$ cat src/rtl/wb_arbiter.sv
// Two-master, one-slave Wishbone arbiter.
// Master I is the instruction fetch stage and master D is the memory stage.
// The arbiter owns the shared slave port for one transfer at a time and
// re-arbitrates after each ack or err. Ties go round-robin on the last owner.
// A watchdog turns a hung slave into an err for the owning master.
module wb_arbiter #(
    parameter int unsigned TIMEOUT_CYCLES = 255
) (
    input  logic        clk,
    input  logic        rst,
    // master I (fetch)
    input  logic        wb_instr_cyc_i,
    input  logic        wb_instr_stb_i,
    input  logic        wb_instr_we_i,
    input  logic [3:0]  wb_instr_sel_i,
    input  logic [29:0] wb_instr_adr_i,
    input  logic [31:0] wb_instr_dat_mosi_i,
    output logic [31:0] wb_instr_dat_miso_o,
    output logic        wb_instr_ack_o,
    output logic        wb_instr_err_o,
    // master D (memory stage)
    input  logic        wb_data_cyc_i,
    input  logic        wb_data_stb_i,
    input  logic        wb_data_we_i,
    input  logic [3:0]  wb_data_sel_i,
    input  logic [29:0] wb_data_adr_i,
    input  logic [31:0] wb_data_dat_mosi_i,
    output logic [31:0] wb_data_dat_miso_o,
    output logic        wb_data_ack_o,
    output logic        wb_data_err_o,
    // shared slave port
    output logic        wb_mem_cyc_o,
    output logic        wb_mem_stb_o,
    output logic        wb_mem_we_o,
    output logic [3:0]  wb_mem_sel_o,
    output logic [29:0] wb_mem_adr_o,
    output logic [31:0] wb_mem_dat_mosi_o,
    input  logic [31:0] wb_mem_dat_miso_i,
    input  logic        wb_mem_ack_i,
    input  logic        wb_mem_err_i,
    // status
    output logic [1:0]  grant_out,
    output logic        timeout_out
);

    // The state encoding is the one-hot grant itself, so grant_out is simply the register.
    localparam logic [1:0] IDLE    = 2'b00;
    localparam logic [1:0] GRANT_I = 2'b01;
    localparam logic [1:0] GRANT_D = 2'b10;

    localparam int unsigned     CNT_W   = (TIMEOUT_CYCLES > 0) ? $clog2(TIMEOUT_CYCLES + 1) : 1;
    localparam logic [CNT_W-1:0] CNT_MAX = CNT_W'(TIMEOUT_CYCLES);
    localparam bit              WDOG_EN = (TIMEOUT_CYCLES != 0);

    logic [1:0]       state_q, state_d;
    logic             last_d_q, last_d_d;   // 1 = D owned the last completed transfer
    logic [CNT_W-1:0] wdog_q, wdog_d;

    logic             req_i, req_d;
    logic             own_cyc, own_stb, own_we;
    logic [3:0]       own_sel;
    logic [29:0]      own_adr;
    logic [31:0]      own_dat;
    logic             granted, live, resp, fire, done;

    // Choose an owner from the current requests. On a tie, the master that did not go last wins.
    function automatic logic [1:0] arbitrate(input logic ri, input logic rd, input logic last_was_d);
        if (ri && rd)  return last_was_d ? GRANT_I : GRANT_D;
        else if (ri)   return GRANT_I;
        else if (rd)   return GRANT_D;
        else           return IDLE;
    endfunction

    assign req_i = wb_instr_cyc_i & wb_instr_stb_i;
    assign req_d = wb_data_cyc_i  & wb_data_stb_i;

    // Select the bus signals of the current owner. Idle drives all zeros.
    always_comb begin
        // NOTE: every signal gets a default first so that no path leaves it unassigned and infers a latch.
        own_cyc = 1'b0;
        own_stb = 1'b0;
        own_we  = 1'b0;
        own_sel = '0;
        own_adr = '0;
        own_dat = '0;
        case (state_q)
            GRANT_I: begin
                own_cyc = wb_instr_cyc_i;
                own_stb = wb_instr_stb_i;
                own_we  = wb_instr_we_i;
                own_sel = wb_instr_sel_i;
                own_adr = wb_instr_adr_i;
                own_dat = wb_instr_dat_mosi_i;
            end
            GRANT_D: begin
                own_cyc = wb_data_cyc_i;
                own_stb = wb_data_stb_i;
                own_we  = wb_data_we_i;
                own_sel = wb_data_sel_i;
                own_adr = wb_data_adr_i;
                own_dat = wb_data_dat_mosi_i;
            end
            default: ;
        endcase
    end

    // A transfer is live while the owner still holds cyc. It ends on a slave response or a watchdog abort.
    assign granted = (state_q != IDLE);
    assign live    = granted & own_cyc;
    assign resp    = wb_mem_ack_i | wb_mem_err_i;
    assign fire    = WDOG_EN && live && own_stb && !resp && (wdog_q == CNT_MAX);
    assign done    = live & (resp | fire);

    // Slave-side outputs. An abort drops cyc/stb in the same cycle it fires.
    assign wb_mem_cyc_o      = live & ~fire;
    assign wb_mem_stb_o      = live & own_stb & ~fire;
    assign wb_mem_we_o       = own_we;
    assign wb_mem_sel_o      = own_sel;
    assign wb_mem_adr_o      = own_adr;
    assign wb_mem_dat_mosi_o = own_dat;

    // Master-side outputs. Responses reach only a live owner, so late acks are swallowed.
    assign wb_instr_dat_miso_o = wb_mem_dat_miso_i;
    assign wb_data_dat_miso_o  = wb_mem_dat_miso_i;
    assign wb_instr_ack_o      = (state_q == GRANT_I) & live & wb_mem_ack_i;
    assign wb_instr_err_o      = (state_q == GRANT_I) & live & (wb_mem_err_i | fire);
    assign wb_data_ack_o       = (state_q == GRANT_D) & live & wb_mem_ack_i;
    assign wb_data_err_o       = (state_q == GRANT_D) & live & (wb_mem_err_i | fire);
    assign grant_out           = state_q;
    assign timeout_out         = fire;

    // Next owner, round-robin history and watchdog count.
    always_comb begin
        state_d  = state_q;
        last_d_d = last_d_q;
        wdog_d   = wdog_q;
        if (!granted) begin
            state_d = arbitrate(req_i, req_d, last_d_q);
            wdog_d  = '0;
        end else if (!own_cyc) begin
            // The owner abandoned its cycle, so only the other master may take the bus now.
            state_d = arbitrate(req_i & (state_q != GRANT_I), req_d & (state_q != GRANT_D), last_d_q);
            wdog_d  = '0;
        end else if (done) begin
            last_d_d = (state_q == GRANT_D);
            state_d  = arbitrate(req_i, req_d, last_d_d);
            wdog_d   = '0;
        end else if (WDOG_EN && own_stb && (wdog_q != CNT_MAX)) begin
            wdog_d = wdog_q + CNT_W'(1);
        end
    end

    // State registers. Reset returns to idle with D as the last owner, so I wins the first tie.
    always_ff @(posedge clk or negedge rst) begin
        if (!rst) begin
            state_q  <= IDLE;
            last_d_q <= 1'b1;
            wdog_q   <= '0;
        end else begin
            // NOTE: non-blocking assignments make all three registers update together from pre-edge values.
            state_q  <= state_d;
            last_d_q <= last_d_d;
            wdog_q   <= wdog_d;
        end
    end

endmodule

$ cat config.mk
export PLATFORM = sky130hd
export DESIGN_NAME = wb_arbiter
export DESIGN_NICKNAME = d
export VERILOG_FILES = /design/src/rtl/wb_arbiter.sv
export SDC_FILE = /design/constraint.sdc
export NUM_CORES = 1
export LEC_CHECK = 0
export BUFFER_PORTS_ARGS = -buffer_cell sky130_fd_sc_hd__buf_2
export CELL_PAD_IN_SITES_DETAIL_PLACEMENT = 1
export CELL_PAD_IN_SITES_GLOBAL_PLACEMENT = 2
export CORE_MARGIN = 1
export CORE_UTILIZATION = 13
export CTS_BUF_LIST = sky130_fd_sc_hd__clkbuf_8 sky130_fd_sc_hd__clkbuf_16
export DETAILED_ROUTE_END_ITERATION = 6
export GPL_TIMING_DRIVEN = 0
export HOLD_SLACK_MARGIN = 0.08
export MAX_ROUTING_LAYER = met4
export PLACE_DENSITY = 0.8
export SETUP_SLACK_MARGIN = 0.4
export SYNTH_ARGS = -nofsm -noshare
export SYNTH_HDL_FRONTEND = slang
export SYNTH_SLANG_ARGS = --single-unit
$ cat constraint.sdc
create_clock -name clk -period 2.2 [get_ports clk]
set_input_delay 0.22 -clock clk [delete_from_list [all_inputs] [get_ports clk]]
set_output_delay 0.22 -clock clk [all_outputs]
set_load 0.02 [all_outputs]
==> impl_metrics.toml <==
[critical_path]
crit_path_end = "wb_data_ack_o"
cpMaxStageDelayCell = "dfrtp_2"
path_max_fanout = 8
crit_type = "register to output pin"
r2r_setup_slack_ps = 380
rr_worst_depth = 8
startpoint_type = "register"
critPathMaxStageDelay_ps = 430
r2r-end = "grant_out[1]"
critPathRequiredTime_ps = 1980
arrival_ps = 1840
path_common_cell = "buf_6"
setup.worst_path.end_class = "output pin"
worstReg2RegStart = "grant_out[1]"
startpoint = "grant_out[1]"
worstPathCellList = "buf_4, ha_4, a22o_4, and2_4, buf_6, and3_4, buf_6"

[placed_design]
post-place-ws_ps = -332
dp_hpwl_um = 10500
place_congestion = 0.796
io_buffer_count = 281

[synth]
synthArstFlopShare_pct = 100
syn_nets = 483
synth-seq-cells = 11
yosys.area.top_type = "a22oi_1"
ys_top_cells_by_area = "a22oi_1 22%, buf_4 21%, nor2b_1 19%"
avgSynthCellArea_um2 = 7.50
syn-cell-area_um2 = 2290
yosysSeqAreaShare_pct = 12.1
synthCells = 305
synth_cell_types = 38
yosys_warnings = 0
synth-edff-count = 0
synth_flop_cell = "dfrtp_1"
yosysTopAreaCellShare_pct = 22.0

[drt]
dr.pass1.iters = 4
drtIter0Drc = 52
vias = 3401
drtAntennaViolNets = 0
viasPerCell = 4.07
drc = 0
finalWirelength_um = 13500
wl_per_cell_um = 16.2

[floorplanning]
boundaryPins = 314
dieArea_um2 = 18100
initial_core_util_pct = 13.3
coreArea_um2 = 17200
die_h_um = 135
num_rows = 48
die_w_um = 135

[timing]
finalSetupViolCount = 0
grt_setup_unrepaired = "yes"
fin_crit_ps = 2060
fin_skew_ps = 2.50
finalCritPeriodShare_pct = 93.6
slew_headroom_pct = 74.8
hold_violations = 0
worst_pin_slew_ps = 373
setup_ws_ps = 140
fmax_mhz = 486
drv_slew = 0

[power_and_ir_drop]
powerDensity_nw_per_um2 = 307
power_w = 0.00170
leakage_nw = 2.55
ir_drop_uv = 156

[job]
maxCapViolCount = 0

[grt]
overflow = 0
grt_pass1_wl_um = 18700
antenna_found_initial = 0
grt_max_degree = 12
gr-usage-all-layers_pct = 13.6
first_global_vias = 3405

[layout]
drive_above_1_share_pct = 91.0
synthToLayoutAreaGrowth_pct = 142
nets = 789
fillerInstances = 2048
antenna_cells = 0

[run_status]
outcome = "finished, final reports clean"

[clock_network]
clock_path_buffers = 2
insertion_delay_ps = 240
cts_buffers = 3
cts_tree = "yes"
clkSinkCount = 11
root_buffer = "clkbuf_16"
clk_pin_slew_ps = 40
cts_max_level = 1

[min_path]
min_path_type = "primary input to async pin"
what timing repair did:
action	4_1_cts	5_1_grt
resized for setup	170	83
pin swaps	6	20
setup buffers	10	4
hold buffers	1	0
endpoints found under the setup margin	81	80
endpoints found under the hold margin	10	0
gates cloned	0	5
critical path: cells and delay by family, from the launching register on:
kind,cells,cell delay [ps]
compound gates,1,240
fa+ha+maj,1,190
buf+inv,3,400
flops,1,430
simple gates,2,340
metal layers:
| metal | track usage (%) | wire length [um] |
|---|---|---|
| met2 | 25.7 | 7760 |
| met3 | 0.976 | 467 |
| met1 | 15.4 | 5080 |
| met5 | - | 0 |
| met4 | 2.75 | 204 |
report_power, final:
| part | switching [W] | internal [W] | total, W |
|---|---|---|---|
| logic | 0.000541 | 0.000606 | 0.00115 |
| registers | 0.00000681 | 0.000211 | 0.000218 |
| clock network | 0.0000970 | 0.000239 | 0.000336 |
| total | 0.000645 | 0.00106 | 0.00170 |
final cells by class:
type	count	area [um^2]	share of cell area (%)
Clock buffer	3	75.1	1.35
Sequential cell	11	279	5.03
Timing Repair Buffer	301	1830	32.9
Buffer	89	890	16.0
Inverter	2	10.0	0.181
Clock inverter	1	3.75	0.0677
Multi-Input combinational cell	203	2180	39.3
Tap cell	225	282	5.08
sequential cells by signal (all words and copies together) (netlist names):
| name | count |
|---|---|
| wdog_q | 8 |
| grant_out | 2 |
| last_d_q | 1 |
cell usage after synthesis (all sizes together), types with 2 or more instances:
cell type	number
nor2b	70
buf	68
a22oi	67
clkbuf	21
dfrtp	10
and3	8
nand2	7
nor2	6
a21oi	5
ha	4
xor2	4
a22o	3
nand3	3
o2111ai	3
o21ai	3
or3	3
inv	2
mux2	2
nand2b	2
o22ai	2
placed cells by master (no fill, tap or decap), drive strengths merged:
| cell type | synthesis | layout |
|---|---|---|
| a21boi | 1 | 1 |
| a21oi | 5 | 5 |
| a22o | 3 | 3 |
| a22oi | 67 | 67 |
| a31oi | 1 | 1 |
| a41oi | 1 | 1 |
| and2 | 1 | 1 |
| and3 | 8 | 8 |
| and4 | 1 | 1 |
| buf | 68 | 377 |
| clkbuf | 21 | 15 |
| dfrtp | 10 | 10 |
| dfstp | 1 | 1 |
| dlygate4sd3 | 0 | 1 |
| ha | 4 | 4 |
| inv | 2 | 3 |
| mux2 | 2 | 2 |
| mux2i | 1 | 1 |
| nand2 | 7 | 7 |
| nand2b | 2 | 2 |
| nand3 | 3 | 3 |
| nand4 | 1 | 1 |
| nor2 | 6 | 6 |
| nor2b | 70 | 70 |
| o2111ai | 3 | 3 |
| o211ai | 1 | 1 |
| o21ai | 3 | 3 |
| o21bai | 1 | 1 |
| o22ai | 2 | 2 |
| o31a | 1 | 1 |
| o31ai | 1 | 1 |
| or3 | 3 | 3 |
| xor2 | 4 | 4 |
how the worst min path moves through the flow:
stage / from / endpoint / slack, ps
floorplan: rst / grant_out[0] / -80
global placement: rst / wdog_q[5] / 110
detailed placement: rst / wdog_q[5] / 110
CTS: wb_instr_cyc_i / grant_out[1] / 370
global route: rst / wdog_q[4] / 410
finish: rst / wdog_q[4] / 390
through the flow:
stage / setup TNS, ps / instance area, um^2 / util, % / std cells / hold WS, ps
6_report: 0 / 5550 / 32.2 / 835 / 385
5_1_grt: 0 / 5550 / 32.2 / 835 / 409
4_1_cts: 0 / 5140 / 29.8 / 826 / 368
3_5_place_dp: -14560 / 4260 / 24.7 / 811 / 113
3_3_place_gp: -14990 / 4260 / 24.7 / 811 / 107
2_1_floorplan: 0 / 2570 / - / 305 / -75.6
cell families (layout without fill, tap and decap cells):
group | Yosys count | count (layout) | share of synthesized area, %
simple gates | 102 | 102 | 26.9
buf+inv | 91 | 396 | 26.2
compound gates | 90 | 90 | 29.5
flops | 11 | 11 | 12.1
fa+ha+maj | 4 | 4 | 2.19
xor+xnor | 4 | 4 | 1.53
mux | 3 | 3 | 1.59
Note: power is estimated with default switching activity, not from simulation.
